File: src/rtl/call_frame_if.sv
// Command channel from the instruction decoder into the call-frame controller.
interface call_frame_if #(
    parameter int unsigned PC_WIDTH = 16
);
    logic                cmd_valid;
    logic                cmd_ready;
    logic [1:0]          cmd_op;
    logic [PC_WIDTH-1:0] cmd_ret_pc;
    logic [7:0]          cmd_param_num;
    logic [7:0]          cmd_local_num;

    // Decoder side drives commands and observes ready
    modport master (
        output cmd_valid,
        output cmd_op,
        output cmd_ret_pc,
        output cmd_param_num,
        output cmd_local_num,
        input  cmd_ready
    );

    // Controller side accepts commands
    modport slave (
        input  cmd_valid,
        input  cmd_op,
        input  cmd_ret_pc,
        input  cmd_param_num,
        input  cmd_local_num,
        output cmd_ready
    );
endinterface

File: src/rtl/call_frame_ctrl.sv
// Call-frame controller: tracks nested frames {return PC, caller local base} and
// drives one-cycle call/return pulses into the operand stack.
module call_frame_ctrl #(
    parameter int unsigned ST_LOG2_DEPTH = 8,
    parameter int unsigned FRAME_DEPTH   = 16,
    parameter int unsigned FRAME_LOG2    = 4,
    parameter int unsigned PC_WIDTH      = 16
) (
    input  logic                      clk,
    input  logic                      rst_n,
    call_frame_if.slave               cmd,
    input  logic [ST_LOG2_DEPTH:0]    top_pointer,
    output logic                      os_call,
    output logic                      os_return,
    output logic [7:0]                os_allocate_size,
    output logic [ST_LOG2_DEPTH:0]    os_function_stack_tag,
    output logic [ST_LOG2_DEPTH:0]    local_base,
    output logic                      ret_valid,
    output logic [PC_WIDTH-1:0]       ret_pc,
    output logic [FRAME_LOG2:0]       frame_depth,
    output logic                      program_done,
    output logic                      trap,
    output logic [1:0]                trap_cause
);

    localparam int unsigned ST_W = ST_LOG2_DEPTH + 1;
    localparam int unsigned DW   = FRAME_LOG2 + 1;
    // Compare width: one bit above the stack pointer, and never narrower than the 8-bit counts
    localparam int unsigned CW   = (ST_W + 1 > 9) ? ST_W + 1 : 9;
    localparam logic [CW-1:0] ST_CAP = CW'(2 ** ST_LOG2_DEPTH);

    localparam logic [1:0] OP_CALL   = 2'b01;
    localparam logic [1:0] OP_RETURN = 2'b10;

    localparam logic [1:0] CAUSE_FRAME_OVF   = 2'b01;
    localparam logic [1:0] CAUSE_OPERAND_OVF = 2'b10;
    localparam logic [1:0] CAUSE_PARAM_UNF   = 2'b11;

    typedef enum logic [1:0] {
        S_IDLE  = 2'd0,
        S_ISSUE = 2'd1,
        S_TRAP  = 2'd2,
        S_DONE  = 2'd3
    } state_t;

    typedef struct packed {
        logic [PC_WIDTH-1:0] ret_pc;
        logic [ST_W-1:0]     base;
    } frame_t;

    state_t                state;
    logic                  ready_q;
    frame_t                frame_mem [FRAME_DEPTH];

    logic                  accept;
    logic                  is_call;
    logic                  is_ret;
    logic                  frame_full;
    logic                  param_under;
    logic                  operand_over;
    logic                  call_ok;
    logic [1:0]            fault_cause;
    logic [FRAME_LOG2-1:0] wr_idx;
    logic [FRAME_LOG2-1:0] rd_idx;
    frame_t                top_frame;

    assign cmd.cmd_ready = ready_q;

    // Decode the accepted command and evaluate call admission checks in priority order
    always_comb begin
        accept       = cmd.cmd_valid & ready_q;
        is_call      = accept && (cmd.cmd_op == OP_CALL);
        is_ret       = accept && (cmd.cmd_op == OP_RETURN);
        frame_full   = (frame_depth == DW'(FRAME_DEPTH));
        param_under  = CW'(cmd.cmd_param_num) > CW'(top_pointer);
        operand_over = (CW'(top_pointer) + CW'(cmd.cmd_local_num)) > ST_CAP;
        call_ok      = is_call & ~frame_full & ~param_under & ~operand_over;
        fault_cause  = CAUSE_OPERAND_OVF;
        if (frame_full) begin
            fault_cause = CAUSE_FRAME_OVF;
        end else if (param_under) begin
            fault_cause = CAUSE_PARAM_UNF;
        end
        wr_idx    = FRAME_LOG2'(frame_depth);
        rd_idx    = FRAME_LOG2'(frame_depth - DW'(1));
        top_frame = frame_mem[rd_idx];
    end

    // Frame storage: push the caller context on an admitted call (not cleared by reset)
    always_ff @(posedge clk) begin
        if (call_ok) begin
            frame_mem[wr_idx] <= '{ret_pc: cmd.cmd_ret_pc, base: local_base};
        end
    end

    // Control FSM with registered pulses, payloads and sticky status
    always_ff @(posedge clk) begin
        if (!rst_n) begin
            state                 <= S_IDLE;
            ready_q               <= 1'b1;
            os_call               <= 1'b0;
            os_return             <= 1'b0;
            os_allocate_size      <= '0;
            os_function_stack_tag <= '0;
            local_base            <= '0;
            ret_valid             <= 1'b0;
            ret_pc                <= '0;
            frame_depth           <= '0;
            program_done          <= 1'b0;
            trap                  <= 1'b0;
            trap_cause            <= '0;
        end else begin
            os_call               <= 1'b0;
            os_return             <= 1'b0;
            os_allocate_size      <= '0;
            os_function_stack_tag <= '0;
            ret_valid             <= 1'b0;
            ret_pc                <= '0;
            case (state)
                S_IDLE: begin
                    if (is_call) begin
                        ready_q <= 1'b0;
                        if (call_ok) begin
                            state            <= S_ISSUE;
                            os_call          <= 1'b1;
                            os_allocate_size <= cmd.cmd_local_num;
                            local_base       <= top_pointer - ST_W'(cmd.cmd_param_num);
                            frame_depth      <= frame_depth + DW'(1);
                        end else begin
                            state      <= S_TRAP;
                            trap       <= 1'b1;
                            trap_cause <= fault_cause;
                        end
                    end else if (is_ret) begin
                        ready_q <= 1'b0;
                        if (frame_depth != '0) begin
                            state                 <= S_ISSUE;
                            os_return             <= 1'b1;
                            ret_valid             <= 1'b1;
                            os_function_stack_tag <= local_base;
                            ret_pc                <= top_frame.ret_pc;
                            local_base            <= top_frame.base;
                            frame_depth           <= frame_depth - DW'(1);
                        end else begin
                            state        <= S_DONE;
                            program_done <= 1'b1;
                        end
                    end
                end
                S_ISSUE: begin
                    state   <= S_IDLE;
                    ready_q <= 1'b1;
                end
                default: begin
                    ready_q <= 1'b0;
                end
            endcase
        end
    end

endmodule

File: src/flat_wrapper.sv
// flat-port wrapper written by rule: the top's interface ports become plain ports
module call_frame_ctrl_flat 
#(
    parameter int unsigned ST_LOG2_DEPTH = 8,
    parameter int unsigned FRAME_DEPTH   = 16,
    parameter int unsigned FRAME_LOG2    = 4,
    parameter int unsigned PC_WIDTH      = 16
)
  (clk, rst_n, top_pointer, os_call, os_return, os_allocate_size, os_function_stack_tag, local_base, ret_valid, ret_pc, frame_depth, program_done, trap, trap_cause, cmd_cmd_valid, cmd_cmd_op, cmd_cmd_ret_pc, cmd_cmd_param_num, cmd_cmd_local_num, cmd_cmd_ready);
  call_frame_if #(.PC_WIDTH(PC_WIDTH)) cmd_i ();
  input  logic clk;
  input  logic rst_n;
  input  logic [ST_LOG2_DEPTH:0] top_pointer;
  output logic os_call;
  output logic os_return;
  output logic [7:0] os_allocate_size;
  output logic [ST_LOG2_DEPTH:0] os_function_stack_tag;
  output logic [ST_LOG2_DEPTH:0] local_base;
  output logic ret_valid;
  output logic [PC_WIDTH-1:0] ret_pc;
  output logic [FRAME_LOG2:0] frame_depth;
  output logic program_done;
  output logic trap;
  output logic [1:0] trap_cause;
  input wire logic [$bits(cmd_i.cmd_valid)-1:0] cmd_cmd_valid;
  input wire logic [$bits(cmd_i.cmd_op)-1:0] cmd_cmd_op;
  input wire logic [$bits(cmd_i.cmd_ret_pc)-1:0] cmd_cmd_ret_pc;
  input wire logic [$bits(cmd_i.cmd_param_num)-1:0] cmd_cmd_param_num;
  input wire logic [$bits(cmd_i.cmd_local_num)-1:0] cmd_cmd_local_num;
  output wire logic [$bits(cmd_i.cmd_ready)-1:0] cmd_cmd_ready;
  assign cmd_i.cmd_valid = cmd_cmd_valid;
  assign cmd_i.cmd_op = cmd_cmd_op;
  assign cmd_i.cmd_ret_pc = cmd_cmd_ret_pc;
  assign cmd_i.cmd_param_num = cmd_cmd_param_num;
  assign cmd_i.cmd_local_num = cmd_cmd_local_num;
  assign cmd_cmd_ready = cmd_i.cmd_ready;
  call_frame_ctrl #(.ST_LOG2_DEPTH(ST_LOG2_DEPTH), .FRAME_DEPTH(FRAME_DEPTH), .FRAME_LOG2(FRAME_LOG2), .PC_WIDTH(PC_WIDTH)) u_core (.clk(clk), .rst_n(rst_n), .cmd(cmd_i), .top_pointer(top_pointer), .os_call(os_call), .os_return(os_return), .os_allocate_size(os_allocate_size), .os_function_stack_tag(os_function_stack_tag), .local_base(local_base), .ret_valid(ret_valid), .ret_pc(ret_pc), .frame_depth(frame_depth), .program_done(program_done), .trap(trap), .trap_cause(trap_cause));
endmodule
File: config.mk
export PLATFORM = sky130hd
export DESIGN_NAME = call_frame_ctrl_flat
export DESIGN_NICKNAME = d
export VERILOG_FILES = /design/src/rtl/call_frame_if.sv /design/src/rtl/call_frame_ctrl.sv /design/src/flat_wrapper.sv
export SDC_FILE = /design/constraint.sdc
export NUM_CORES = 1
export LEC_CHECK = 0
export BUFFER_PORTS_ARGS = -buffer_cell sky130_fd_sc_hd__buf_4
export CELL_PAD_IN_SITES_DETAIL_PLACEMENT = 0
export CELL_PAD_IN_SITES_GLOBAL_PLACEMENT = 1
export CORE_MARGIN = 5
export CORE_UTILIZATION = 57
export CTS_CLUSTER_DIAMETER = 80
export DETAILED_ROUTE_END_ITERATION = 12
export GPL_ROUTABILITY_DRIVEN = 0
export PLACE_DENSITY = 0.95
export SLEW_MARGIN = 15
export SYNTH_ARGS = -nofsm -noshare
export SYNTH_HDL_FRONTEND = slang
export SYNTH_SLANG_ARGS = --single-unit
File: constraint.sdc
create_clock -name clk -period 13.23 [get_ports clk]
set_clock_uncertainty 0.15 [all_clocks]
set_input_delay 3.3075 -clock clk [delete_from_list [all_inputs] [get_ports clk]]
set_output_delay 3.3075 -clock clk [all_outputs]
set_load 0.02 [all_outputs]
### Word level (Yosys, flattened, before mapping)

Memory sizes are Yosys's and may differ from the RTL's.
Cells that the tools add are included.

* input port bits: 46
* memories kept: 1
* word-level logic and storage cells: 74
* flip-flop bits (word level): 56
* output and inout bits: 55
* memory bits (writable): 400

* mux-type cells: 21
* bitwise gates (word level): 13
* equal/unequal tests: 6
* $add $sub $neg: 4
* $lt $le $gt $ge: 2
* reductions and logical operators: 15

Memory list
* u_core.frame_mem: words 16, width 25, rd ports 1, clocked after Yosys merged registers in 0, write ports 1, line call_frame_ctrl.sv:53 `frame_t frame_mem [FRAME_DEPTH];`

Operators with widths (number)
* $mux W9: 4
* $mux W5: 4
* $reduce_and A4 Y1: 3
* $add A9 B8 Y10: 1
* $gt A10 B9 Y1 const B: 1
* $mux W2: 5
* $gt A8 B9 Y1: 1
* $not A1 Y1: 9
* $sub A9 B8 Y9: 1
* $mux W1: 6
* $reduce_and A3 Y1: 2
* $reduce_bool A2 Y1: 3
* $add A5 B1 Y5 const B: 1
* $eq A5 B5 Y1 const B: 1
* $reduce_bool A5 Y1: 1
* $reduce_or A5 Y1: 1
* $sub A5 B1 Y5 const B: 1
* $and A1 B1 Y1: 4
* $eq A2 B1 Y1 const B: 2
* $pmux W2 S2: 1
* $reduce_or A4 Y1: 1
* $ne A3 B1 Y1 const B: 1
* $eq A2 B2 Y1 const B: 1
* $logic_and A1 B1 Y1: 2
* 4 further kinds: 4

### Logic depth before layout (Yosys ltp)

* word-level depth: 8
* mapped depth: 14
* gate-level depth less buffers: 10

### Least setup slack after synthesis

Ideal clock, no wire load.

* path type: in2reg
* from: in cmd_cmd_local_num[4]
* to: mem u_core.frame_mem[12][0] (netlist bit) (enable)
* stages on the path: 9
* library setup time: 384 ps
* data arrival time: 6304 ps
* path buffers: 1
* setup slack: 6392 ps
* required time: 12696 ps
* cells stage by stage: ha_1 a211o_2 o211a_1 or4_1 a222oi_1 a21oi_1 nor2_1 clkbuf_1 and3_1

* longest elaborated chain between the ends: 6

RTL lines
* start: declaration: line flat_wrapper.sv:29 `input wire logic [$bits(cmd_i.cmd_local_num)-1:0] cmd_cmd_local_num;`
* $add A9 B8 Y10: line call_frame_ctrl.sv:76 `operand_over = (CW'(top_pointer) + CW'(cmd.cmd_local_num)) > ST_CAP;`
* $gt A10 B9 Y1: line call_frame_ctrl.sv:76
* $not A1 Y1: line call_frame_ctrl.sv:77 `call_ok = is_call & ~frame_full & ~param_under & ~operand_over;`
* $and A1 B1 Y1: line call_frame_ctrl.sv:77
* $mux W1: line call_frame_ctrl.sv:91 `if (call_ok) begin`
* $mux W1 (implied by the code): line call_frame_ctrl.sv:92 `frame_mem[wr_idx] <= '{ret_pc: cmd.cmd_ret_pc, base: local_base};`
* end: declaration: line call_frame_ctrl.sv:53

Every way passes these cells.

### Final worst setup path

* from: in cmd_cmd_local_num[4]
* to: mem u_core.frame_mem[13][9] (netlist bit) (enable)

The elaborated chain is that of the path after synthesis.

==> out/qor.yml <==
timing:
  finalCritPeriodShare_pct: 52.41
  drv_slew: 0
  holdWs_ns: 0.3040
  worstMarginPinSlew_ns: 1.088
  setup_viol: 0
  grt_setup_unrepaired: "false"
  period_needed_ns: 6.934
  hold_viol: 0
  max_slew_margin_pct: 27.45
  setup_slack_ns: 6.296
  fin_setup_tns_ns: 0
  fmax_mhz: 144.2
placed_design:
  dp.final_hpwl_mm: 24.52
  portBuffers: 100
  dpl_worst_slack_ns: 5.822
  place_area_sq_mm: 0.01931
grt:
  grt_max_degree: 75
  gr-total-overflow: 0
  antenna_found_initial: 1
  grt_pass1_wl_mm: 62.04
  grt_util_all_layers_pct: 23.36
  first_global_vias: 9948
run_status:
  status: "finished, final reports clean"
logic_synthesis:
  ys_top_cells_by_count: "edfxtp_1, mux4_2, dfxtp_1, a211oi_1, a21oi_1"
  synth_most_common_cell: "edfxtp_1"
  synth_top_area_share_pct: 66.52
  yosys-top-cells-area: "edfxtp_1, mux4_2, dfxtp_1"
  synth_edf_count: 400
  syn_area_sq_mm: 0.01806
  synth_cell_types: 54
  synthFlopType: "edfxtp_1"
  ys_ff_latch: 456
  synth_largest_area_cell: "edfxtp_1"
  synth_nets: 1022
  seq_area_frac_synth_pct: 72.73
  yosysWarnings: 0
  async_flop_share_pct: 0
  synthCells: 953
  syn_avg_cell_area_sq_um: 18.95
clock_network:
  cts.htree.levels: 2
  cts_hold_buf: 0
  ctsRootBufferMaster: "clkbuf_16"
  clock_sinks: 456
  cts_max_path_buffers: 3
  ctsResizeCount: 0
  cts_setup_buffers: 0
  numCtsBuffers: 44
  clock_latency_ns: 0.56
  clk_pin_slew_ns: 0.06
  cts_tree: "yes"
routing:
  vias: 9730
  drtIter0Drc: 1002
  drt_pass1_iterations: 7
  wire_per_inst_microns: 27.46
  vias_per_cell: 6.439
  ant_nets: 0
  route.detailed.drc: 0
  wirelength_mm: 41.50
cells_and_area:
  drive_gt1_share_pct: 28.49
  finalNetCount: 1142
  antenna_cells: 0
  fin_area_sq_mm: 0.02083
  area_delta_synth_final_pct: 15.33
floorplan:
  placementRows: 65
  die_h_microns: 188.0
  num_io_pins: 101
  die_w_microns: 188.0
  start_util_pct: 57.52
  core_sq_mm: 0.03139
  die_area_sq_mm: 0.03534
setup_path:
  crit_type: "in -> reg"
  critical_path.max_fanout: 25
  cp-start-kind: "input port"
  critPathRequiredTime_ns: 13.28
  endpoint_kind: "flop"
  cp_data_arrival_time_ns: 6.98
power_and_ir_drop:
  p_total_w: 0.003110
  power.density_mw_per_mm2: 149.4
  ir_worst_vdd_uv: 94.43
  p_leak_nw: 7.223
flow_run:
  maxCapViolCount: 0
min_path:
  min_path_type: "reg -> reg"
-- cell type report --
class	instances	area (sq um)
Sequential cell	456	13140
Fill cell	1971	10570
Multi-Input combinational cell	430	4686
Clock buffer	64	1276
Timing Repair Buffer	122	915.9
Tap cell	402	503.0
Clock inverter	18	236.5
Inverter	19	71.32
-- layout by cell type, fill, tap and decap left out, types with 3 or more instances in the layout --
cell / Yosys / layout
a21o_1: 3 / 3
clkbuf_8: 0 / 10
nor2b_1: 29 / 29
and2_2: 7 / 7
xnor2_1: 6 / 5
edfxtp_1: 400 / 400
clkbuf_1: 28 / 10
a31oi_1: 4 / 4
o21ai_0: 15 / 15
bufinv_16: 0 / 4
dfxtp_1: 56 / 55
or2_2: 3 / 3
nand4b_1: 3 / 3
or4_1: 4 / 4
clkinv_4: 0 / 4
inv_1: 19 / 19
a211oi_1: 52 / 52
clkbuf_16: 0 / 44
or3_1: 4 / 4
clkinv_2: 0 / 5
and2_1: 10 / 10
nor2_1: 22 / 22
nand2_1: 11 / 11
nor3_1: 7 / 7
mux2i_1: 26 / 26
buf_4: 1 / 122
ha_1: 21 / 20
and3_1: 18 / 18
nand3_1: 4 / 4
mux4_2: 101 / 101
o21a_1: 5 / 5
o31ai_1: 6 / 6
a21oi_1: 35 / 35
-- layer usage --
metal,vias to the layer above,global-route usage [%],part of all wire (%)
met2,522,40.33,52
met5,-,0,0.034
li1,4123,-,-
met1,4977,29.65,36
met3,106,4.300,7.8
met4,2,9.147,4.3
-- state kept, by name (all words and copies together) (netlist names), 2 cells and up --
name / cells
u_core.trap_cause: 2
u_core.os_allocate_size: 8
u_core.os_function_stack_tag: 9
u_core.ret_pc: 16
u_core.local_base: 9
u_core.frame_mem: 400
u_core.state: 2
u_core.frame_depth: 5
-- final timing paths --
kind,from,to,slack (ns),cells after the start
worst max-delay path,cmd_cmd_local_num[4],u_core.frame_mem[13][9]$_DFFE_PP_,6.30,10
worst min-delay path,u_core.trap$_SDFFE_PN0P_,u_core.trap$_SDFFE_PN0P_,0.30,2
worst max register to register,u_core.frame_depth[0]$_SDFFE_PN0P_,u_core.local_base[1]$_SDFFE_PN0P_,8.99,9
worst min register to register,u_core.trap$_SDFFE_PN0P_,u_core.trap$_SDFFE_PN0P_,0.30,2
-- power by group --
group | switching [W] | internal, W
Clock | 0.000533 | 0.000756
Combinational | 0.000144 | 0.0000947
Sequential | 0.0000152 | 0.00157
-- logic make-up (layout without fill, tap and decap cells) --
logic type	Yosys count	count (layout)	share of synthesized area (%)
adder cells (fa/ha/maj)	23	23	1.677
AO/OA/AOI/OAI	143	143	5.481
multiplexers	128	128	14.10
AND/OR/NAND/NOR	127	127	4.040
XOR/XNOR	9	9	0.4366
flip-flops	456	456	72.73
buffers and inverters	67	223	1.538
-- critical path, stage by stage --
cell and delay [ns]:
buf_4 0.11, ha_1 0.38, a211o_2 0.34, o211a_1 0.16
or4_1 0.40, a222oi_1 0.51, a21oi_1 0.29, nor2_1 0.79
and3_1 0.30, buf_4 0.36
-- metrics by stage --
step / instances / utilization (%)
after floorplan: 953 / -
final: 1511 / 66.34
after CTS: 1511 / 66.34
after detailed placement: 1429 / 61.52
after global routing: 1511 / 66.34
after global placement: 1429 / 61.52
(Power assumes the default switching activity.)
